**src/rtl/bram_delay_pkg.sv**
```systemverilog
// -----------------------------------------------------------------------------
// bram_delay_pkg
// Shared definitions for the BRAM delay-line address sequencer:
//   state_t    - fill tracker state (FILL while the line refills, RUN when the
//                delayed stream is valid again)
//   min_delay  - smallest delay the BRAM read pipeline can realise
//   max_delay  - largest delay the circular buffer can realise
//   log2_ceil  - ceiling log2 helper for address-width derivations
// -----------------------------------------------------------------------------
package bram_delay_pkg;

  typedef enum logic {
    FILL = 1'b0,
    RUN  = 1'b1
  } state_t;

  // The read side needs at least one address of separation on top of the
  // BRAM/output-register latency, otherwise a read would hit the word being
  // written in the same cycle.
  function automatic int min_delay(input int latency);
    return latency + 1;
  endfunction

  // With 2^addr_width words the read pointer can trail the write pointer by
  // at most 2^addr_width-1 addresses; the read pipeline latency adds on top.
  function automatic int max_delay(input int latency, input int addr_width);
    return latency + (1 << addr_width) - 1;
  endfunction

  function automatic int log2_ceil(input int value);
    int r;
    r = 0;
    while ((1 << r) < value) begin
      r = r + 1;
    end
    return r;
  endfunction

endpackage

```
**src/rtl/bram_delay_ptr.sv**
```systemverilog
// -----------------------------------------------------------------------------
// bram_delay_ptr
// Circular write pointer plus read-address subtractor for the delay-line BRAM.
//
// Ports:
//   clk      in   clock
//   rst_n    in   asynchronous active-low reset
//   ce       in   clock enable; the write pointer advances only when ce=1
//   off      in   read offset behind the write pointer (delay - latency),
//                 already reduced modulo the BRAM depth
//   wr_addr  out  BRAM write address (free-running, wraps silently)
//   rd_addr  out  BRAM read address = wr_addr - off (mod depth)
// -----------------------------------------------------------------------------
module bram_delay_ptr #(
  parameter int ADDR_WIDTH = 9
) (
  input  logic                  clk,
  input  logic                  rst_n,
  input  logic                  ce,
  input  logic [ADDR_WIDTH-1:0] off,
  output logic [ADDR_WIDTH-1:0] wr_addr,
  output logic [ADDR_WIDTH-1:0] rd_addr
);

  logic [ADDR_WIDTH-1:0] wr_ptr;

  always_ff @(posedge clk or negedge rst_n) begin
    if (!rst_n) begin
      wr_ptr <= '0;
    end else if (ce) begin
      // Natural overflow gives the modulo-depth wrap.
      wr_ptr <= wr_ptr + 1'b1;
    end
  end

  assign wr_addr = wr_ptr;

  // The read address is combinational so a new offset reaches the BRAM in the
  // cycle right after a reload. It is held at 0 while reset is asserted so the
  // BRAM port sees a quiet, known address during reset.
  assign rd_addr = rst_n ? (wr_ptr - off) : '0;

endmodule

```
**src/rtl/bram_delay_ctrl.sv**
```systemverilog
// -----------------------------------------------------------------------------
// bram_delay_ctrl
// Address sequencer and fill tracker for a runtime-programmable delay line
// built from a simple dual-port BRAM with registered read. The delay can be
// reloaded without a reset; dout_valid drops while the line refills with data
// written under the new delay and rises once that data reaches the output.
//
// Optional feature: define BRAM_DELAY_CTRL_ERR_EN to range-check delay_in on
// load. Out-of-range requests are clamped to the legal window and err is set
// until reset. Without the macro delay_in loads unmodified and err is 0.
//
// Ports:
//   clk         in   clock
//   rst_n       in   asynchronous active-low reset
//   ce          in   clock enable; all state advances only when ce=1
//   delay_in    in   requested delay in ce cycles
//   delay_load  in   load delay_in (sampled when ce=1)
//   wr_en       out  BRAM write enable
//   wr_addr     out  BRAM write address
//   rd_en       out  BRAM read enable
//   rd_addr     out  BRAM read address
//   dout_valid  out  delayed output belongs to the current delay setting
//   busy        out  line is (re)filling after reset or reload
//   delay_cur   out  delay currently in effect
//   err         out  sticky range error
// -----------------------------------------------------------------------------
module bram_delay_ctrl
  import bram_delay_pkg::*;
#(
  parameter int ADDR_WIDTH = 9,
  parameter int LATENCY    = 2,
  parameter int DELAY      = 128
) (
  input  logic                  clk,
  input  logic                  rst_n,
  input  logic                  ce,
  input  logic [ADDR_WIDTH:0]   delay_in,
  input  logic                  delay_load,
  output logic                  wr_en,
  output logic [ADDR_WIDTH-1:0] wr_addr,
  output logic                  rd_en,
  output logic [ADDR_WIDTH-1:0] rd_addr,
  output logic                  dout_valid,
  output logic                  busy,
  output logic [ADDR_WIDTH:0]   delay_cur,
  output logic                  err
);

  localparam int DW = ADDR_WIDTH + 1;

  localparam logic [ADDR_WIDTH:0]   DELAY_RST = DW'(DELAY);
  localparam logic [ADDR_WIDTH-1:0] LAT_A     = ADDR_WIDTH'(LATENCY);

  state_t                state;
  state_t                state_nxt;
  logic [ADDR_WIDTH:0]   fill_cnt;
  logic [ADDR_WIDTH:0]   fill_nxt;
  logic [ADDR_WIDTH:0]   delay_q;
  logic [ADDR_WIDTH:0]   delay_nxt;
  logic [ADDR_WIDTH:0]   delay_sel;
  logic [ADDR_WIDTH-1:0] off;
  logic                  load_req;

  assign load_req = ce & delay_load;

  // ---------------------------------------------------------------------------
  // Delay selection (optional range check)
  // ---------------------------------------------------------------------------
`ifdef BRAM_DELAY_CTRL_ERR_EN
  localparam logic [ADDR_WIDTH:0] DLY_MIN = DW'(min_delay(LATENCY));
  localparam logic [ADDR_WIDTH:0] DLY_MAX = DW'(max_delay(LATENCY, ADDR_WIDTH));

  logic clamp;
  logic err_q;

  always_comb begin
    delay_sel = delay_in;
    clamp     = 1'b0;
    if (delay_in < DLY_MIN) begin
      delay_sel = DLY_MIN;
      clamp     = 1'b1;
    end else if (delay_in > DLY_MAX) begin
      delay_sel = DLY_MAX;
      clamp     = 1'b1;
    end
  end

  always_ff @(posedge clk or negedge rst_n) begin
    if (!rst_n) begin
      err_q <= 1'b0;
    end else if (load_req && clamp) begin
      err_q <= 1'b1;
    end
  end

  assign err = err_q;
`else
  // Unchecked: an out-of-range delay still yields bounded addressing because
  // only the low ADDR_WIDTH bits of the offset reach the subtractor.
  assign delay_sel = delay_in;
  assign err       = 1'b0;
`endif

  // ---------------------------------------------------------------------------
  // Fill tracker: next state
  // ---------------------------------------------------------------------------
  always_comb begin
    state_nxt = state;
    fill_nxt  = fill_cnt;
    delay_nxt = delay_q;
    if (ce) begin
      if (delay_load) begin
        // Any load, even of the same value, restarts the fill so downstream
        // logic gets a deterministic resync point.
        delay_nxt = delay_sel;
        fill_nxt  = '0;
        state_nxt = FILL;
      end else if (state == FILL) begin
        if (fill_cnt != delay_q) begin
          fill_nxt = fill_cnt + 1'b1;
        end
        // The transition edge is the delay_q-th ce edge after the fill began,
        // which is exactly when the first word written under this delay
        // appears at the read-pipeline output.
        if (fill_cnt == delay_q - 1'b1) begin
          state_nxt = RUN;
        end
      end
    end
  end

  // ---------------------------------------------------------------------------
  // Fill tracker: state registers
  // ---------------------------------------------------------------------------
  always_ff @(posedge clk or negedge rst_n) begin
    if (!rst_n) begin
      state    <= FILL;
      fill_cnt <= '0;
      delay_q  <= DELAY_RST;
    end else begin
      state    <= state_nxt;
      fill_cnt <= fill_nxt;
      delay_q  <= delay_nxt;
    end
  end

  // ---------------------------------------------------------------------------
  // Address generation
  // ---------------------------------------------------------------------------
  // The read pipeline supplies LATENCY clocks of the delay, so the read pointer
  // only trails the write pointer by delay - LATENCY. Subtracting in
  // ADDR_WIDTH bits equals the full-width difference reduced modulo depth.
  assign off = delay_q[ADDR_WIDTH-1:0] - LAT_A;

  bram_delay_ptr #(
    .ADDR_WIDTH (ADDR_WIDTH)
  ) u_ptr (
    .clk     (clk),
    .rst_n   (rst_n),
    .ce      (ce),
    .off     (off),
    .wr_addr (wr_addr),
    .rd_addr (rd_addr)
  );

  // Both ports run every enabled cycle; held low during reset.
  assign wr_en = ce & rst_n;
  assign rd_en = ce & rst_n;

  assign busy       = (state == FILL);
  assign dout_valid = (state == RUN);
  assign delay_cur  = delay_q;

endmodule
```
**config.mk**
```make
export PLATFORM = sky130hd
export DESIGN_NAME = bram_delay_ctrl
export DESIGN_NICKNAME = d
export VERILOG_FILES = /design/src/rtl/bram_delay_pkg.sv /design/src/rtl/bram_delay_ptr.sv /design/src/rtl/bram_delay_ctrl.sv
export SDC_FILE = /design/constraint.sdc
export NUM_CORES = 1
export LEC_CHECK = 0
export ABC_CLOCK_PERIOD_IN_PS = 6240
export BUFFER_PORTS_ARGS = -buffer_cell sky130_fd_sc_hd__clkbuf_2
export CORE_UTILIZATION = 50
export CTS_BUF_LIST = sky130_fd_sc_hd__clkbuf_8 sky130_fd_sc_hd__clkbuf_16
export DETAILED_ROUTE_END_ITERATION = 10
export PLACE_DENSITY_LB_ADDON = 0.15
export SYNTH_ARGS = -nofsm -noshare
export SYNTH_HDL_FRONTEND = slang
export SYNTH_SLANG_ARGS = --single-unit
```
**constraint.sdc**
```tcl
create_clock -name clk -period 6.24 [get_ports clk]
set_input_delay 0.312 -clock clk [delete_from_list [all_inputs] [get_ports clk]]
set_output_delay 0.312 -clock clk [all_outputs]
set_load 0.005 [all_outputs]
```
Word-level counts from Yosys, hierarchy flattened:

Index checks and enable logic that the tools add are counted.

* add/sub/neg operators: 5
* multiply operators: 0
* divide/modulo/power cells: 0
* order comparisons: 0
* equality and inequality tests: 3
* shift-type cells: 0
* multiplexer cells: 7
* bitwise operators: 2
* reductions and logical operators: 3

Operators with widths (number)
* 10-bit 2-to-1 mux: 3
* 10-bit by 1-bit adder with 10-bit output (second input constant): 1
* 10-bit == test: 1
* 10-bit != test: 1
* 10-bit by 1-bit subtractor with 10-bit output (second input constant): 1
* 9-bit by 1-bit adder with 9-bit output (second input constant): 1
* 9-bit 2-to-1 mux: 1
* 9-bit by 2-bit subtractor with 9-bit output (second input constant): 1
* 9-bit subtractor: 1
* 1-bit 2-to-1 mux: 3
* 3-bit AND reduction: 1
* 2-bit != test (second input constant): 1
* 2-bit AND reduction: 1
* 2-bit nonzero test: 1
* 1-bit bitwise AND: 1
* 1-bit NOT: 1

* register bits after elaboration: 30
* latch bits: 0
* RAM bits: 0
* bits in read-only memories: 0
* input bits: 14
* output and inout port bits: 33
* word-level logic and storage cells: 24
* memories kept: 0

Depth between registers and ports, before layout:

* depth in word-level cells: 5
* gate-level depth with buffers: 11
* mapped depth without buffers: 11

Cells and area by module:

A second synthesis with hierarchy kept.

* cell total of the unflattened synthesis: 269
* area, all modules: 2268.4 µm²

Modules (own cells, without submodules)
* bram_delay_ctrl: times used 1, cells an instance 176, area each 1473.9 µm², sequential area each 526.8 µm²
* bram_delay_ptr: times used 1, cells an instance 93, area each 794.5 µm², sequential area each 225.2 µm²

Least setup slack after synthesis:

OpenSTA, ideal clock, no wires.

* kind: register to output
* start point: register delay_q[2] (netlist: delay_cur[2])
* end point: output port rd_addr[8]
* data arrival time: 2346 ps
* data required time: 5928 ps
* path slack: 3582 ps
* cell stages (with the launch flop): 10
* path buffers: 0
* cells stage by stage: dfrtp_1 > inv_1 > ha_1 > ha_1 > a21o_1 > a21oi_1 > o21bai_1 > a2111oi_0 > o21ai_0 > a21boi_0

* word-level cells in the longest chain between the ends: 3

RTL lines
* start: declaration: line bram_delay_ctrl.sv:58 `logic [ADDR_WIDTH:0] delay_q;`
* start signal: assignment: line bram_delay_ctrl.sv:143 `delay_q <= delay_nxt;`
* 9-bit by 2-bit subtractor with 9-bit output: line bram_delay_ctrl.sv:153 `assign off = delay_q[ADDR_WIDTH-1:0] - LAT_A;`
* 9-bit subtractor: line bram_delay_ptr.sv:41 `assign rd_addr = rst_n ? (wr_ptr - off) : '0;`
* 9-bit 2-to-1 mux: line bram_delay_ptr.sv:41
* end: declaration: line bram_delay_ctrl.sv:42 `output logic [ADDR_WIDTH-1:0] rd_addr,`

No other way between the ends.

Worst setup path after layout:

Ends and elaborated chain as after synthesis.

==> summary.md <==
| Metric | Value |
|---|---|
| Clk sinks | 30 |
| Most instantiated cells after synthesis | sky130_fd_sc_hd__dfrtp_1, sky130_fd_sc_hd__nand2_1, sky130_fd_sc_hd__xor2_1 |
| Actual slew at the worst max-slew pin | about 0.84 ns |
| Effective utilization at floorplan | 0.531 |
| CTS Hold Bufs | 0 |
| Clk slew on worst S/H paths | ~0.07 ns |
| DRC viols | 0 |
| Flop and latch count out of synthesis | 30 |
| Switch Pwr | 348 uW |
| Fraction of final layout cells with drive strength greater than 1 | 0.212 |
| Total CTS buffers | 5 |
| Share of synthesized cell area in full adder, half adder and majority cells | 0.113 |
| Later-pin clock latency in the skew report | approximately 0.28 ns |
| Leakage power figure | between 0.001 and 0.0015 uW |
| Count of input and output buffers | 45 |
| Area share of the leading cell type in the synthesized netlist | 0.334 |
| Clock tree from TritonCTS | yes |
| Area of the core | a little over 4000 um^2 |
| Per-cell via count in the routed design | 5.30 |
| Final period util | 0.536 |
| Largest delay share family, worst path | compound AO/OA/AOI/OAI gates |
| Combinational group share of total power | 0.487 |
| Power Dens Cells | between 300 and 400 nW/um^2 |
| Number of placed instances with taps included | 320 |
| Postcts setup bufs | 0 |
| Count of flip-flops with a built-in enable after synthesis | 0 |
| Dominant cell by count in the synthesized netlist | sky130_fd_sc_hd__dfrtp_1 |
| Remaining antenna violation count | 0 |
| Post-synthesis cell count | 235 |
| Number of nets in the synthesized netlist | roughly 270 |
| Buffers from clock root to sink, at most | 2 |
| Total count of hold-check failures in the final report | 0 |
| Worst Setup Path Type | reg -> out |
| Type of the most critical hold path | in -> async |
| Proportion of register bits with asynchronous set or reset after synthesis | 1.00 |
| Endpoint of the most critical register-to-register path | fill_cnt[9] |
| Maximum fanout along the worst path | 7 |
| Finished Core Util | 0.602 |
| Worst IR Drop VDD | around 0.20 mV |
| Element type at the critical path end | output port |
| Fmax achieved | 299 MHz |
| Register area share after synthesis | 0.346 |
| Initial antenna violation count | 0 |
| Period minus WS final | about 3.3 ns |
| Count of final setup violators | 0 |
| Via count of the first global-routing pass | roughly 1700 |
| Crit-path slowest cell | sky130_fd_sc_hd__a2111oi_0 |
| Die height | ~68 um |
| Ranking of synthesized cells by area | sky130_fd_sc_hd__dfrtp_1, sky130_fd_sc_hd__ha_1, sky130_fd_sc_hd__xor2_1 |
| Netlist area before placement | roughly 2200 um^2 |
| Worst hold margin | roughly 0.051 ns |
| Unrepaired setup endpoints after global routing | no |
| Synthesized-area fraction occupied by and/or/nand/nor cells | 0.191 |
| IO Pins | 47 |
| Worst reg2reg path depth | 6 |
| Main combinational cell family by area after synthesis | simple AND/OR/NAND/NOR gates |
| CTS root buf | sky130_fd_sc_hd__clkbuf_8 |
| Skew final | approximately 0.0042 ns |
| Area delta synth->final | 13.4% |
| Share of cell area taken by muxes after synthesis | 0.00461 |
| Placement Rows | 23 |
| Weighted congestion reported at the end of routability-driven placement | 0.920 |
| Reg2Reg Setup Slack | about 4.1 ns |
| Most used flip-flop cell after synthesis | sky130_fd_sc_hd__dfrtp_1 |
| Cell-internal power | roughly 540 uW |
| GRT Resource Usage Total | 0.225 |
| Post-Synthesis Mean Instance Area | about 9 um^2 |
| Fraction of power spent switching nets | 0.392 |
| Worst Path Required | between 5 and 6 ns |
| Final wirelength | ~4400 um |
| Outcome | complete, no violations |
| Yosys Warn Count | 0 |
| Worst path depth | 10 |
| Share of the synthesized area in compound gates (AO/OA/AOI/OAI) | 0.106 |
| Pins over their slew limit | 0 |
| Largest net degree at the start of global routing | just over 40 |
| Gr ovfl total | 0 |
| Area enclosed by the die boundary | ~4600 um^2 |
| H-tree lvl count | 2 |
| Number of maximum-capacitance violations | 0 |
| Library cell occupying the most area in the post-synthesis netlist | sky130_fd_sc_hd__dfrtp_1 |
| First drt pass iteration count | 4 |
| Delay of the slowest cell on the worst path | 0.53 ns |
| Data arrival time of the critical path | approximately 3.0 ns |
| Global-route wire length before repair | about 7600 um |
| Critical Path Start Type | flip-flop |
| FILL cells | about 360 |
| Most common cell type on the critical path | sky130_fd_sc_hd__ha_1 |
| Net total in the final layout | just over 300 |
| Post-route insts no fill | 328 |
| R2r startpoint | delay_cur[8] |
| Cells resized by post-CTS repair | 0 |
| Clock network power share | 0.184 |
| Synth cell types | 43 |
| Number of violations reported at the end of detailed-routing iteration 0 | 49 |
| Crit path buf inv count | 2 |
| Routed via count | 1738 |
| Reg power frac | 0.329 |
| Number of antenna cells inserted | 0 |
| Worst slew margin | 0.440 |
| WL/cell | between 10 and 15 um |
| Crit path cell chain | inv_1, ha_1, ha_1, a21o_1, a21oi_1, o21bai_1, a2111oi_0, o21ai_0, a21boi_0, clkbuf_2 |
| Post-detailed-placement half-perimeter wirelength | between 3000 and 4000 um |
| Sum of negative setup slack | 0 ns |
| XOR/XNOR share of the synthesized area | 0.161 |
| X dimension of the die | 67.9 um |
-- power by group through the flow --
stage                     sequential [uW]  combinational, uW  clock (uW)
after floorplan                       279                326           0
after global placement                296                430           0
after detailed placement              297                434           0
after CTS                             293                438         168
after global routing                  301                502         177
final                                 292                433         164
-- state kept, by name, indices dropped and copies added, names as in the netlist --
signal / count
dout_valid: 1
fill_cnt: 10
delay_cur: 10
u_ptr.wr_addr: 9
-- cells by family after synthesis --
family                     after synthesis
and+or+nand+nor                         80
DFF                                     30
adders and majority gates               19
xor gates and xnor gates                40
muxes                                    1
other                                    1
buffers and inverters                   29
AOI/OAI and AO/OA                       35
-- worst max-delay path by stage --
| stage | start | to |
|---|---|---|
| global route | delay_cur[2] | rd_addr[8] |
| floorplan | delay_cur[2] | rd_addr[8] |
| finish | delay_cur[2] | rd_addr[8] |
| global placement | delay_cur[2] | rd_addr[8] |
| detailed placement | delay_cur[2] | rd_addr[8] |
| CTS | delay_cur[2] | rd_addr[8] |
-- cell type report --
| type | count | area [um^2] | share of cell area |
|---|---|---|---|
| flip-flops and latches | 30 | 752 | 0.306 |
| multi-input cells | 176 | 1250 | 0.510 |
| repair buffers | 46 | 233 | 0.0946 |
| inverters | 18 | 67.6 | 0.0275 |
| clock inverters | 2 | 8.76 | 0.00356 |
| well taps | 50 | 62.6 | 0.0254 |
| clock buffers | 6 | 82.6 | 0.0336 |
-- per-layer routing --
layer | vias to the layer above | part of all wire | track usage
li1 | 880 | - | -
met1 | 811 | 0.50 | 0.313
met2 | 42 | 0.44 | 0.339
met3 | 5 | 0.044 | 0.0483
met4 | 0 | 0.014 | 0.0859
met5 | - | 0 | 0
-- cells in the final DEF, fill, tap and decap left out, types with 2 or more instances in the layout --
cell type                   n
sky130_fd_sc_hd__nor3_1     3
sky130_fd_sc_hd__nand4_1   11
sky130_fd_sc_hd__nand3_1    2
sky130_fd_sc_hd__nor2_1    15
sky130_fd_sc_hd__o22ai_1    2
sky130_fd_sc_hd__dfrtp_1   29
sky130_fd_sc_hd__and4_1     2
sky130_fd_sc_hd__xnor2_1   18
sky130_fd_sc_hd__and2_1     9
sky130_fd_sc_hd__nor4_1     2
sky130_fd_sc_hd__o21ai_0   12
sky130_fd_sc_hd__a21oi_1    8
sky130_fd_sc_hd__clkbuf_2  45
sky130_fd_sc_hd__xor2_1    22
sky130_fd_sc_hd__nand2_1   24
sky130_fd_sc_hd__a21o_1     2
sky130_fd_sc_hd__o21bai_1   3
sky130_fd_sc_hd__ha_1      18
sky130_fd_sc_hd__inv_1     19
sky130_fd_sc_hd__clkbuf_8   6
sky130_fd_sc_hd__and3_1     5
-- stage by stage --
step	area [um^2]	total power, uW	setup slack [ns]
final	2460	889	2.89
after global routing	2460	979	2.57
after CTS	2460	899	2.88
after detailed placement	2370	731	3.21
after global placement	2370	726	3.29
after floorplan	2170	605	3.58
Power figures use the tool's default switching activity.
